===== config.mk =====
export PLATFORM = sky130hd
export DESIGN_NAME = timing_gen
export DESIGN_NICKNAME = d
export VERILOG_FILES = /design/src/rtl/timing_gen.sv
export SDC_FILE = /design/constraint.sdc
export NUM_CORES = 1
export LEC_CHECK = 0
export BUFFER_PORTS_ARGS = -buffer_cell sky130_fd_sc_hd__buf_4
export CORE_MARGIN = 2
export CORE_UTILIZATION = 35
export CTS_CLUSTER_SIZE = 20
export DETAILED_ROUTE_END_ITERATION = 6
export PLACE_DENSITY = 0.56
export SLEW_MARGIN = 20
export SYNTH_ARGS = -nofsm -noshare
export SYNTH_HDL_FRONTEND = slang
export SYNTH_SLANG_ARGS = --single-unit

===== constraint.sdc =====
create_clock -name sysclk -period 1.9 [get_ports sysclk]
set_input_delay 0.38 -clock sysclk [delete_from_list [all_inputs] [get_ports sysclk]]
set_output_delay 0.38 -clock sysclk [all_outputs]
set_load 0.1 [all_outputs]

===== src/rtl/timing_gen.sv =====
`default_nettype none
// ============================================================================
// Module   : timing_gen
// Brief    : Two-phase (clk1/clk2) strobe generator sequencing an 8-state
//            one-hot machine cycle A1..X3, with stop/resume at X3.
// Revision : 1.0 - initial release
// ============================================================================
module timing_gen #(
    parameter int unsigned DIV = 4
) (
    input  logic       sysclk,
    input  logic       poc,
    input  logic       run,
    output logic       clk1,
    output logic       clk2,
    output logic [7:0] state,
    output logic       sync
);

    localparam int unsigned    CW         = (DIV > 1) ? $clog2(DIV) : 1;
    localparam logic [CW-1:0]  c_DIV_LAST = CW'(DIV - 1);

    typedef enum logic [7:0] {
        S_A1 = 8'b0000_0001,
        S_A2 = 8'b0000_0010,
        S_A3 = 8'b0000_0100,
        S_M1 = 8'b0000_1000,
        S_M2 = 8'b0001_0000,
        S_X1 = 8'b0010_0000,
        S_X2 = 8'b0100_0000,
        S_X3 = 8'b1000_0000
    } state_t;

    logic [CW-1:0] r_div_cnt;
    logic          r_half;
    logic          r_clk1;
    logic          r_clk2;
    state_t        r_state;
    logic          w_tick;

    function automatic state_t next_state(input state_t s);
        case (s)
            S_A1:    next_state = S_A2;
            S_A2:    next_state = S_A3;
            S_A3:    next_state = S_M1;
            S_M1:    next_state = S_M2;
            S_M2:    next_state = S_X1;
            S_X1:    next_state = S_X2;
            S_X2:    next_state = S_X3;
            default: next_state = S_A1;
        endcase
    endfunction

    assign w_tick = (r_div_cnt == c_DIV_LAST);

    always_ff @(posedge sysclk or posedge poc) begin
        if (poc) begin
            r_div_cnt <= '0;
            r_half    <= 1'b0;
            r_clk1    <= 1'b0;
            r_clk2    <= 1'b0;
            r_state   <= S_X3;
        end else begin
            r_clk1 <= 1'b0;
            r_clk2 <= 1'b0;
            if (w_tick) begin
                r_div_cnt <= '0;
                if (!r_half) begin
                    // A stopped machine parks in X3 with half left at 0, so
                    // every later tick re-evaluates run as a clk1 tick.
                    if ((r_state != S_X3) || run) begin
                        r_clk1  <= 1'b1;
                        r_state <= next_state(r_state);
                        r_half  <= 1'b1;
                    end
                end else begin
                    r_clk2 <= 1'b1;
                    r_half <= 1'b0;
                end
            end else begin
                r_div_cnt <= r_div_cnt + CW'(1);
            end
        end
    end

    assign clk1  = r_clk1;
    assign clk2  = r_clk2;
    assign state = r_state;
    assign sync  = r_state[7];

endmodule
`default_nettype wire


==> summary.txt, run 1 <==
Cells and area
  • Area grow syn2layout: 20.4%
  • Fin nets: 84
  • Final Util: 43.4%
  • Final instance area: 833 µm²
  • Layout cells sized above 1: 41.8%
  • Antenna Cells: 0
  • Fillers: 203

Die
  • Starting Density: 36.0%
  • Ports: 14
  • Core area: 0.00192 mm²
  • Total die area: 0.00235 mm²
  • Die height: 48.5 µm
  • Horiz. Die Dim: 48.5 µm
  • Row count: 16

Worst setup path
  • Critical path depth in cells: 1
  • CP endpoint kind: output pin
  • Critical Path Source Type: flop
  • Reg2Reg Launch Point: state[0]
  • CP max-delay cell: dfstp_2
  • CP Cell Sequence: buf_4
  • Reg2reg end: state[0]
  • Worst setup path startpoint: state[7]
  • Critical Path AT: 1200 ps
  • Worst Setup EP: sync
  • Max Fanout on Critical Path: 8
  • Worst r2r path cells: 5
  • Flop2flop setup slack: 350 ps
  • Critical path class: reg2out
  • CP bufs+invs: 1
  • CP delay by family, top: flip-flops
  • Max stage delay on crit path: 610 ps
  • Worst Path Required: 1520 ps

Synth
  • Avg Cell Area, Syn: 10.5 µm²
  • Most instantiated cells after synthesis: dfrtp_1, nand2_1, nor2_1, inv_1, o21ai_0
  • Top cell type's share of synthesized area: 43.4%
  • Top-count cell post-synth: dfrtp_1
  • Yosys cell types: 37
  • Syn Nets: 70
  • Sequential fraction of the synthesis area: 47.2%
  • Synth Flop Type: dfrtp_1
  • Mapped cell area: 692 µm²
  • Largest area contributor in the netlist: dfrtp_1
  • Ranking of synthesized cells by area: dfrtp_1, nand2_1, dfstp_2
  • Register bit total from synthesis: 13
  • Synthesis warning total: 0
  • Syn Inst Count: 66
  • Number of synthesized flops with an enable pin: 0
  • Async SR Flop Fraction: 100%

Power
  • Psw: 100 µW
  • Power per cell area: 549 mW/mm²
  • Sequential power share: 60.4%
  • Switching share of power: 21.9%
  • Comb power frac: 2.0%
  • VDD IR max: 0.000366 V
  • Clock power share: 37.6%
  • Cell internal pwr: 357 µW
  • Leakage power: 0.000375 µW

STA
  • Hold Vio Cnt, Final: 0
  • Period minus WS final: 1580 ps
  • Final Setup Violations: 0
  • Setup TNS Final: 0 ps
  • Max transition margin: 67.0%
  • Clock Skews: 5.01 ps
  • Max-slew violation count: 0
  • Fin crit share: 83.1%
  • RSZ-0062 raised after global routing: no
  • Fmax: 633 MHz
  • Worst slew pin tran: 495 ps

Route
  • DRC viols: 0
  • Vias/cell: 5.14
  • DR iter-0 viols: 7
  • Pre-antenna DRT Iters: 4
  • Drt total wl: 1.29 mm
  • Routed Antenna Nets: 0
  • DR vias: 545
  • WL/cell: 12.2 µm

Clock network
  • Clk sinks: 13
  • Clk pin slew, worst setup/hold paths: 90 ps
  • Number of H-tree levels: 1
  • Clock buffer count from CTS: 3
  • Hold-fix buffers, CTS: 0
  • CTS resizes: 0
  • Skew-Pair Late Insertion Delay: 270 ps
  • Post CTS Setup Buffer Count: 0
  • Clk Tree Root Cell: clkbuf_4
  • CTS Buffer Depth: 2
  • CTS tree: done

Min path
  • Hold crit path type: in2async

Global routing
  • Most Used Layer, Global Route: met2
  • Global route total overflow: 0
  • Met2 Use GR: 18.3%
  • Vias in the first global route: 484
  • Global-route wire length before repair: 2.21 mm
  • Largest net degree at the start of global routing: 14
  • GRT Overall Usage: 12.1%
  • Initial antenna violation count: 0
  • GR Layer Usage met3: 3.09%
  • Met1 Use GR: 17.0%

Run
  • Max-cap viol count: 0

Placement
  • GPL Wtd Cong: 0.763
  • Placed cell area: 806 µm²
  • Hpwl dp: 939 µm
  • Buffers on Ports: 13

Status
  • Status: finished, final reports clean
[placed cells by master (no fill, tap or decap), types with 2 or more instances in the layout]
master and count:
inv_1 3, nand2_1 8, buf_4 14, xnor2_1 2, dfrtp_1 6, nand4b_1 2, clkbuf_4 3, o31ai_1 2
nor2_1 5, dfrtp_2 6, o21ai_0 3
[power by group through the flow]
stage          Clock (µW)  Sequential (µW)  Combinational (µW)
2_1_floorplan           0              282                4.74
3_3_place_gp            0              282                9.81
3_5_place_dp            0              282                9.62
4_1_cts               175              276                9.63
5_1_grt               187              277                10.7
6_report              172              276                9.09
[worst min path at each step]
stage                     cells past startpoint            to  slack [ps]
final                                         2          clk2         120
after global routing                          2          clk2         160
after CTS                                     2          clk2         140
after detailed placement                      1  r_div_cnt[0]         420
after global placement                        1  r_div_cnt[0]         410
after floorplan                               1          clk1         260
[flip-flops by register name (all words and copies together) (netlist names)]
signal and count:
r_half 1, clk1 1, clk2 1, r_div_cnt 2, state 8
[worst register-to-register path: stages, from the launching register on]
cell and delay, ps:
dfrtp_2 470, nor4_4 370, a41o_2 350, inv_4 60
nor2_1 120, a211oi_2 60
[metal layers]
layer  up-vias  wire (µm)
li1        269          -
met1       262        641
met2        14        590
met3         0         61
met4         0          0
met5         -          0
[metrics by stage]
| stage | hold slack, ps | worst slack [ps] | instances | power, µW |
|---|---|---|---|---|
| 2_1_floorplan | 256 | 6.54 | 66 | 287 |
| 3_3_place_gp | 415 | 391 | 102 | 292 |
| 3_5_place_dp | 421 | 345 | 102 | 291 |
| 4_1_cts | 140 | 313 | 106 | 461 |
| 5_1_grt | 163 | 213 | 106 | 475 |
| 6_report | 122 | 321 | 106 | 458 |
[cell families (layout without fill, tap and decap cells)]
logic type / count (synthesis) / in the layout / share of synthesized area, %
flops: 13 / 13 / 47.2
compound gates: 13 / 13 / 15.6
fa+ha+maj: 1 / 1 / 1.81
buf+inv: 9 / 22 / 7.23
simple gates: 28 / 28 / 25.7
xor+xnor: 2 / 2 / 2.53
[area by class of cell]
type	instances	area [µm²]	area share, %
flip-flops and latches	13	334	40.1
multi-input cells	44	315	37.8
repair buffers	14	105	12.6
well taps	27	33.8	4.05
clock buffers	3	22.5	2.70
inverters	4	17.5	2.10
clock inverters	1	5.00	0.601
(Power assumes the default switching activity.)
==> run 2: changes to the inputs <==
PLACE_DENSITY = 0.58   (was 0.56)
clock period = 1.37 ns   (was 1.9 ns; I/O delays follow)
==> run 2 against run 1 <==
  * The flow now finishes with violations (setup timing)
  * Die area unchanged
  * Power increased by 40%
  * Clock skew decreased by 4.1 ps
  * Worst setup slack got worse by 430 ps
  * Final area increased by 44%
  * Combinational power increased by 44%
==> summary.txt, run 2 (synthesis results as in run 1) <==
Status
  • Status: complete, but fails checks (was finished, final reports clean)
  • Violated checks: setup timing

Global routing
  • GRT Overall Usage: 17.4% (was 12.1%)
  • Vias in the first global route: 649 (was 484)
  • Global-route wire length before repair: 3.06 mm (was 2.21 mm)
  • Initial antenna violation count: 0 (unchanged)
  • Global route total overflow: 0 (unchanged)
  • Largest net degree at the start of global routing: 14 (unchanged)

Clock network
  • Skew-Pair Late Insertion Delay: 270 ps (about the same)
  • CTS tree: done (unchanged)
  • Hold-fix buffers, CTS: 0 (unchanged)
  • Clock buffer count from CTS: 3 (unchanged)
  • Number of H-tree levels: 1 (unchanged)
  • Clk pin slew, worst setup/hold paths: 80 ps (was 90 ps)
  • Clk Tree Root Cell: clkbuf_4 (unchanged)
  • Clk sinks: 13 (unchanged)
  • CTS Buffer Depth: 2 (unchanged)

Worst setup path
  • Reg2Reg Launch Point: state[7] (was state[0])
  • Worst r2r path cells: 4 (was 5)
  • Worst Setup EP: state[3] (was sync)
  • Critical Path AT: 1210 ps (was 1200 ps)
  • Flop2flop setup slack: -100 ps (was 350 ps)
  • Critical Path Source Type: flop (unchanged)
  • Critical path class: reg2out (unchanged)
  • CP endpoint kind: output pin (unchanged)
  • Reg2reg end: state[2] (was state[0])
  • Worst setup path startpoint: state[3] (was state[7])
  • Worst Path Required: 1100 ps (was 1520 ps)
  • Max Fanout on Critical Path: 4 (was 8)

Route
  • Drt total wl: 1.81 mm (was 1.29 mm)
  • DR iter-0 viols: 4 (was 7)
  • WL/cell: 13.9 µm (was 12.2 µm)
  • Pre-antenna DRT Iters: 4 (unchanged)
  • DRC viols: 0 (unchanged)
  • Vias/cell: 5.02 (was 5.14)
  • DR vias: 653 (was 545)
  • Routed Antenna Nets: 0 (unchanged)

Placement
  • Hpwl dp: 1.15 mm (was 939 µm)
  • Buffers on Ports: 13 (unchanged)
  • Placed Cells: 118 (was 102)
  • GPL Wtd Cong: 0.734 (was 0.763)

Power
  • Sequential power share: 59.8% (was 60.4%)
  • Comb power frac: 2.0% (about the same)
  • Psw: 141 µW (was 100 µW)
  • Clock power share: 38.2% (was 37.6%)
  • Cell internal pwr: 500 µW (was 357 µW)
  • Leakage power: 0.000526 µW (was 0.000375 µW)
  • Power per cell area: 535 mW/mm² (was 549 mW/mm²)
  • Switching share of power: 22.0% (was 21.9%)
  • VDD IR max: 0.000374 V (was 0.000366 V)

STA
  • Clock Skews: 0.944 ps (was 5.01 ps)
  • Hold Vio Cnt, Final: 0 (unchanged)
  • Fin crit share: 108%
  • Max transition margin: 66.4% (was 67.0%)
  • Fmax: 675 MHz
  • Final Setup Violations: 12 (was 0)
  • Setup TNS Final: -785 ps (was 0 ps)
  • Max-slew violation count: 0 (unchanged)
  • RSZ-0062 raised after global routing: yes (was no)
  • Worst slew pin tran: 504 ps (was 495 ps)
  • Period minus WS final: 1480 ps
  • Final setup margin: -112 ps (was 321 ps)
  • Worst hold slack: 18.7 ps (was 122 ps)

Die
  • Die height: 48.5 µm (unchanged)
  • Horiz. Die Dim: 48.5 µm (unchanged)
  • Total die area: 0.00235 mm² (unchanged)
  • Row count: 16 (unchanged)
  • Starting Density: 36.0% (unchanged)
  • Ports: 14 (unchanged)
  • Core area: 0.00192 mm² (unchanged)

Cells and area
  • Fin nets: 108 (was 84)
  • Commonest non-fill, non-tap cell in the layout: buf_4 (unchanged)
  • Area grow syn2layout: 73.1% (was 20.4%)
  • Max reg flops: 8 (unchanged)
  • Fillers: 164 (was 203)
  • Commonest cells after routing, fill and taps aside: buf_4, buf_6, nand2_1 (was buf_4, nand2_1, dfrtp_1, dfrtp_2, nor2_1)
  • Antenna Cells: 0 (unchanged)
  • Layout cells sized above 1: 63.1% (was 41.8%)
  • Non-filler cells, final: 130 (was 106)

Run
  • Max-cap viol count: 0 (unchanged)

Min path
  • Hold crit path type: in2async (unchanged)
run 2: cell count changes in the layout (fill, tap and decap cells not counted), moves of 2 or more:
cell and change:
buf_6 +8, buf_12 +6, buf_4 +9, dfrtp_2 -2
o21ai_0 -3, o21ai_2 +2, dfrtp_4 +3
run 2: power by group through the flow:
stage / sequential, µW / clock [µW] / combinational [µW]
after floorplan: 391 / 0 / 6.59
after global placement: 391 / 0 / 13.5
after detailed placement: 391 / 0 / 13.9
after CTS: 383 / 251 / 13.8
after global routing: 383 / 276 / 16.1
final: 383 / 245 / 13.1
run 2: how the worst min path moves through the flow:
stage          startpoint            to  cells after the start
6_report              poc  r_div_cnt[0]                      2
3_5_place_dp          poc  r_div_cnt[0]                      2
5_1_grt               poc  r_div_cnt[1]                      2
3_3_place_gp          poc  r_div_cnt[0]                      2
4_1_cts               poc        r_half                      2
2_1_floorplan         poc          clk1                      1
run 2: worst max-delay path, cell delays in order, from the launching register on:
cell     delay [ps]
dfrtp_4         510
buf_4           150
buf_6           120
buf_12          160
run 2: final cells by class:
class | instances | area (µm²) | area share [%]
well taps | 27 | 33.8 | 2.82
flip-flops and latches | 13 | 347 | 28.9
inverters | 4 | 20.0 | 1.67
repair buffers | 38 | 398 | 33.2
clock buffers | 4 | 26.3 | 2.19
multi-input cells | 44 | 373 | 31.1
run 2: timing repair:
action                     in CTS  in global routing
pin swaps                       2                  3
gates cloned                    0                  0
buffers inserted                6                  3
gates resized for setup        27                 14
setup endpoints to repair      15                 18
run 2: metrics by stage:
stage	power (µW)	utilization, %	instance area [µm²]	setup slack (ps)
final	641	62.3	1200	-112
after global routing	675	62.3	1200	-161
after CTS	648	58.4	1120	-116
after detailed placement	405	49.0	941	-110
after global placement	404	49.0	941	-94.7
after floorplan	398	-	729	-383
run 2: routing by layer:
metal,global-route usage (%),part of all wire [%]
met3,3.40,3.0
met2,25.7,49
met1,24.4,45
met5,0,0
met4,8.57,3.0
==> run 3: changes to the inputs <==
REMOVE_ABC_BUFFERS = 1   (was not set)
==> run 3 against run 2 <==
  * The run still ends with setup timing left
  * Count of clock-buffer cells in the layout is 1 lower
  * Largest power group unchanged
  * Combinational power rose by 5%
  * Via count increased by 0.77%
  * Largest cell class unchanged
  * Sequential share of layout area fell by 0.56 points
  * Power decreased by 0.31%
  * Maximum frequency grew 2.0%
  * Clock power is essentially flat
==> summary.txt, run 3 (synthesis results as in run 1) <==
Route
  • DR iter-0 viols: 15 (was 4)
  • DR vias: 658 (was 653)
  • DRC viols: 0 (unchanged)
  • Pre-antenna DRT Iters: 4 (unchanged)
  • Vias/cell: 5.10 (was 5.02)
  • Routed Antenna Nets: 0 (unchanged)
  • Drt total wl: 1.82 mm (was 1.81 mm)
  • WL/cell: 14.1 µm (was 13.9 µm)

Worst setup path
  • CP endpoint kind: flop (was output pin)
  • Critical Path Source Type: flop (unchanged)
  • Max Fanout on Critical Path: 7 (was 4)
  • Critical Path AT: 1640 ps (was 1210 ps)
  • Critical path class: reg2reg (was reg2out)
  • Worst Path Required: 1560 ps (was 1100 ps)

STA
  • Worst slew pin tran: 516 ps (was 504 ps)
  • Max transition margin: 65.6% (was 66.4%)
  • Worst hold slack: 19.5 ps (was 18.7 ps)
  • Final setup margin: -83.5 ps (was -112 ps)
  • Fmax: 688 MHz (was 675 MHz)
  • Period minus WS final: 1450 ps (was 1480 ps)
  • Clock Skews: 1.02 ps (was 0.944 ps)
  • Final Setup Violations: 8 (was 12)
  • Hold Vio Cnt, Final: 0 (unchanged)
  • Max-slew violation count: 0 (unchanged)
  • Fin crit share: 106% (was 108%)
  • RSZ-0062 raised after global routing: yes (unchanged)

Placement
  • Hpwl dp: 1.12 mm (was 1.15 mm)
  • Placed cell area: 918 µm² (was 941 µm²)
  • Buffers on Ports: 13 (unchanged)
  • GPL Wtd Cong: 0.875 (was 0.734)

Cells and area
  • Area occupied by multi-input gates: 347 µm² (was 373 µm²)
  • Layout cells sized above 1: 52.9% (was 63.1%)
  • Final instance area: 0.00115 mm² (was 0.00120 mm²)
  • Area grow syn2layout: 66.9% (was 73.1%)
  • Fillers: 168 (was 164)
  • Commonest cells after routing, fill and taps aside: buf_4, dfrtp_1, buf_6 (was buf_4, buf_6, nand2_1)
  • Antenna Cells: 0 (unchanged)
  • Fin nets: 107 (was 108)
  • Seq. cell area: 328 µm² (was 347 µm²)
  • Max reg flops: 8 (unchanged)
  • Commonest non-fill, non-tap cell in the layout: buf_4 (unchanged)
  • Final Util: 60.1% (was 62.3%)

Clock network
  • Clk Tree Root Cell: clkbuf_4 (unchanged)
  • CTS tree: done (unchanged)
  • Skew-Pair Late Insertion Delay: 280 ps (was 270 ps)
  • Clk pin slew, worst setup/hold paths: 80 ps (about the same)
  • Clk sinks: 13 (unchanged)
  • Number of H-tree levels: 1 (unchanged)
  • CTS Buffer Depth: 2 (unchanged)
  • Clock buffer count from CTS: 3 (unchanged)

Power
  • Clock power share: 37.8% (was 38.2%)
  • Sequential power share: 60.0% (was 59.8%)
  • Power per cell area: 553 mW/mm² (was 535 mW/mm²)
  • Psw: 143 µW (was 141 µW)
  • VDD IR max: 0.000570 V (was 0.000374 V)
  • Cell internal pwr: 496 µW (was 500 µW)
  • Comb power frac: 2.1% (was 2.0%)
  • Power Total: 639 µW (was 641 µW)
  • Switching share of power: 22.4% (was 22.0%)
  • Leakage power: 0.000531 µW (was 0.000526 µW)

Global routing
  • Global route total overflow: 0 (unchanged)
  • Initial antenna violation count: 0 (unchanged)
  • GRT Overall Usage: 15.9% (was 17.4%)
  • Global-route wire length before repair: 2.87 mm (was 3.06 mm)
  • Largest net degree at the start of global routing: 14 (unchanged)
  • Vias in the first global route: 607 (was 649)

Status
  • Status: complete, but fails checks (unchanged)
  • Violated checks: setup timing (unchanged)

Die
  • Row count: 16 (unchanged)
  • Core area: 0.00192 mm² (unchanged)
  • Ports: 14 (unchanged)
  • Horiz. Die Dim: 48.5 µm (unchanged)
  • Total die area: 0.00235 mm² (unchanged)
  • Die height: 48.5 µm (unchanged)
  • Starting Density: 36.0% (unchanged)

Min path
  • Hold crit path type: in2async (unchanged)

Run
  • Max-cap viol count: 0 (unchanged)
[run 3: critical path: stages, from the launching register on]
cell and delay (ps):
dfrtp_1 420, buf_6 150, or4b_1 530, o31ai_1 260
[run 3: worst paths after layout]
path	depth (start not counted)	to	slack, ps	start
max	3	state[4]	-80	state[0]
min	2	state[6]	20	poc
max reg2reg	3	state[4]	-80	state[0]
min reg2reg	1	r_div_cnt[0]	420	r_div_cnt[0]
max in group asynchronous	2	state[1]	980	poc
min in group sysclk	1	r_div_cnt[0]	420	r_div_cnt[0]
[run 3: repair_timing]
item,4_1_cts,5_1_grt
hold buffers,0,0
setup endpoints to repair,16,15
pin swaps,4,3
gates resized for setup,25,14
setup buffers,2,5
[run 3: layer usage]
layer / up-vias / part of all wire, % / track usage, %
li1: 311 / - / -
met4: 0 / 2.8 / 8.57
met1: 321 / 42 / 20.1
met3: 5 / 5.1 / 3.70
met2: 21 / 50 / 25.5
met5: - / 0 / 0
[run 3: power by group through the flow]
stage | combinational [µW] | clock (µW) | sequential (µW)
final | 13.7 | 242 | 383
after detailed placement | 13.4 | 0 | 391
after CTS | 13.5 | 244 | 383
after global routing | 16.3 | 263 | 384
after floorplan | 6.58 | 0 | 391
after global placement | 13.7 | 0 | 391
[run 3: area by class of cell]
class / instances / area share [%]
well taps: 27 / 2.93
inverters: 4 / 1.52
multi-input cells: 44 / 30.0
repair buffers: 37 / 34.8
flip-flops and latches: 13 / 28.4
clock inverters: 1 / 0.433
clock buffers: 3 / 1.95
[run 3: per-stage QoR]
step	cells	TNS [ps]	setup WS, ps
floorplan	61	-5360	-630
global placement	118	-242	-82.4
detailed placement	118	-406	-97.3
CTS	124	-204	-53.0
global route	129	-952	-150
finish	129	-353	-83.5
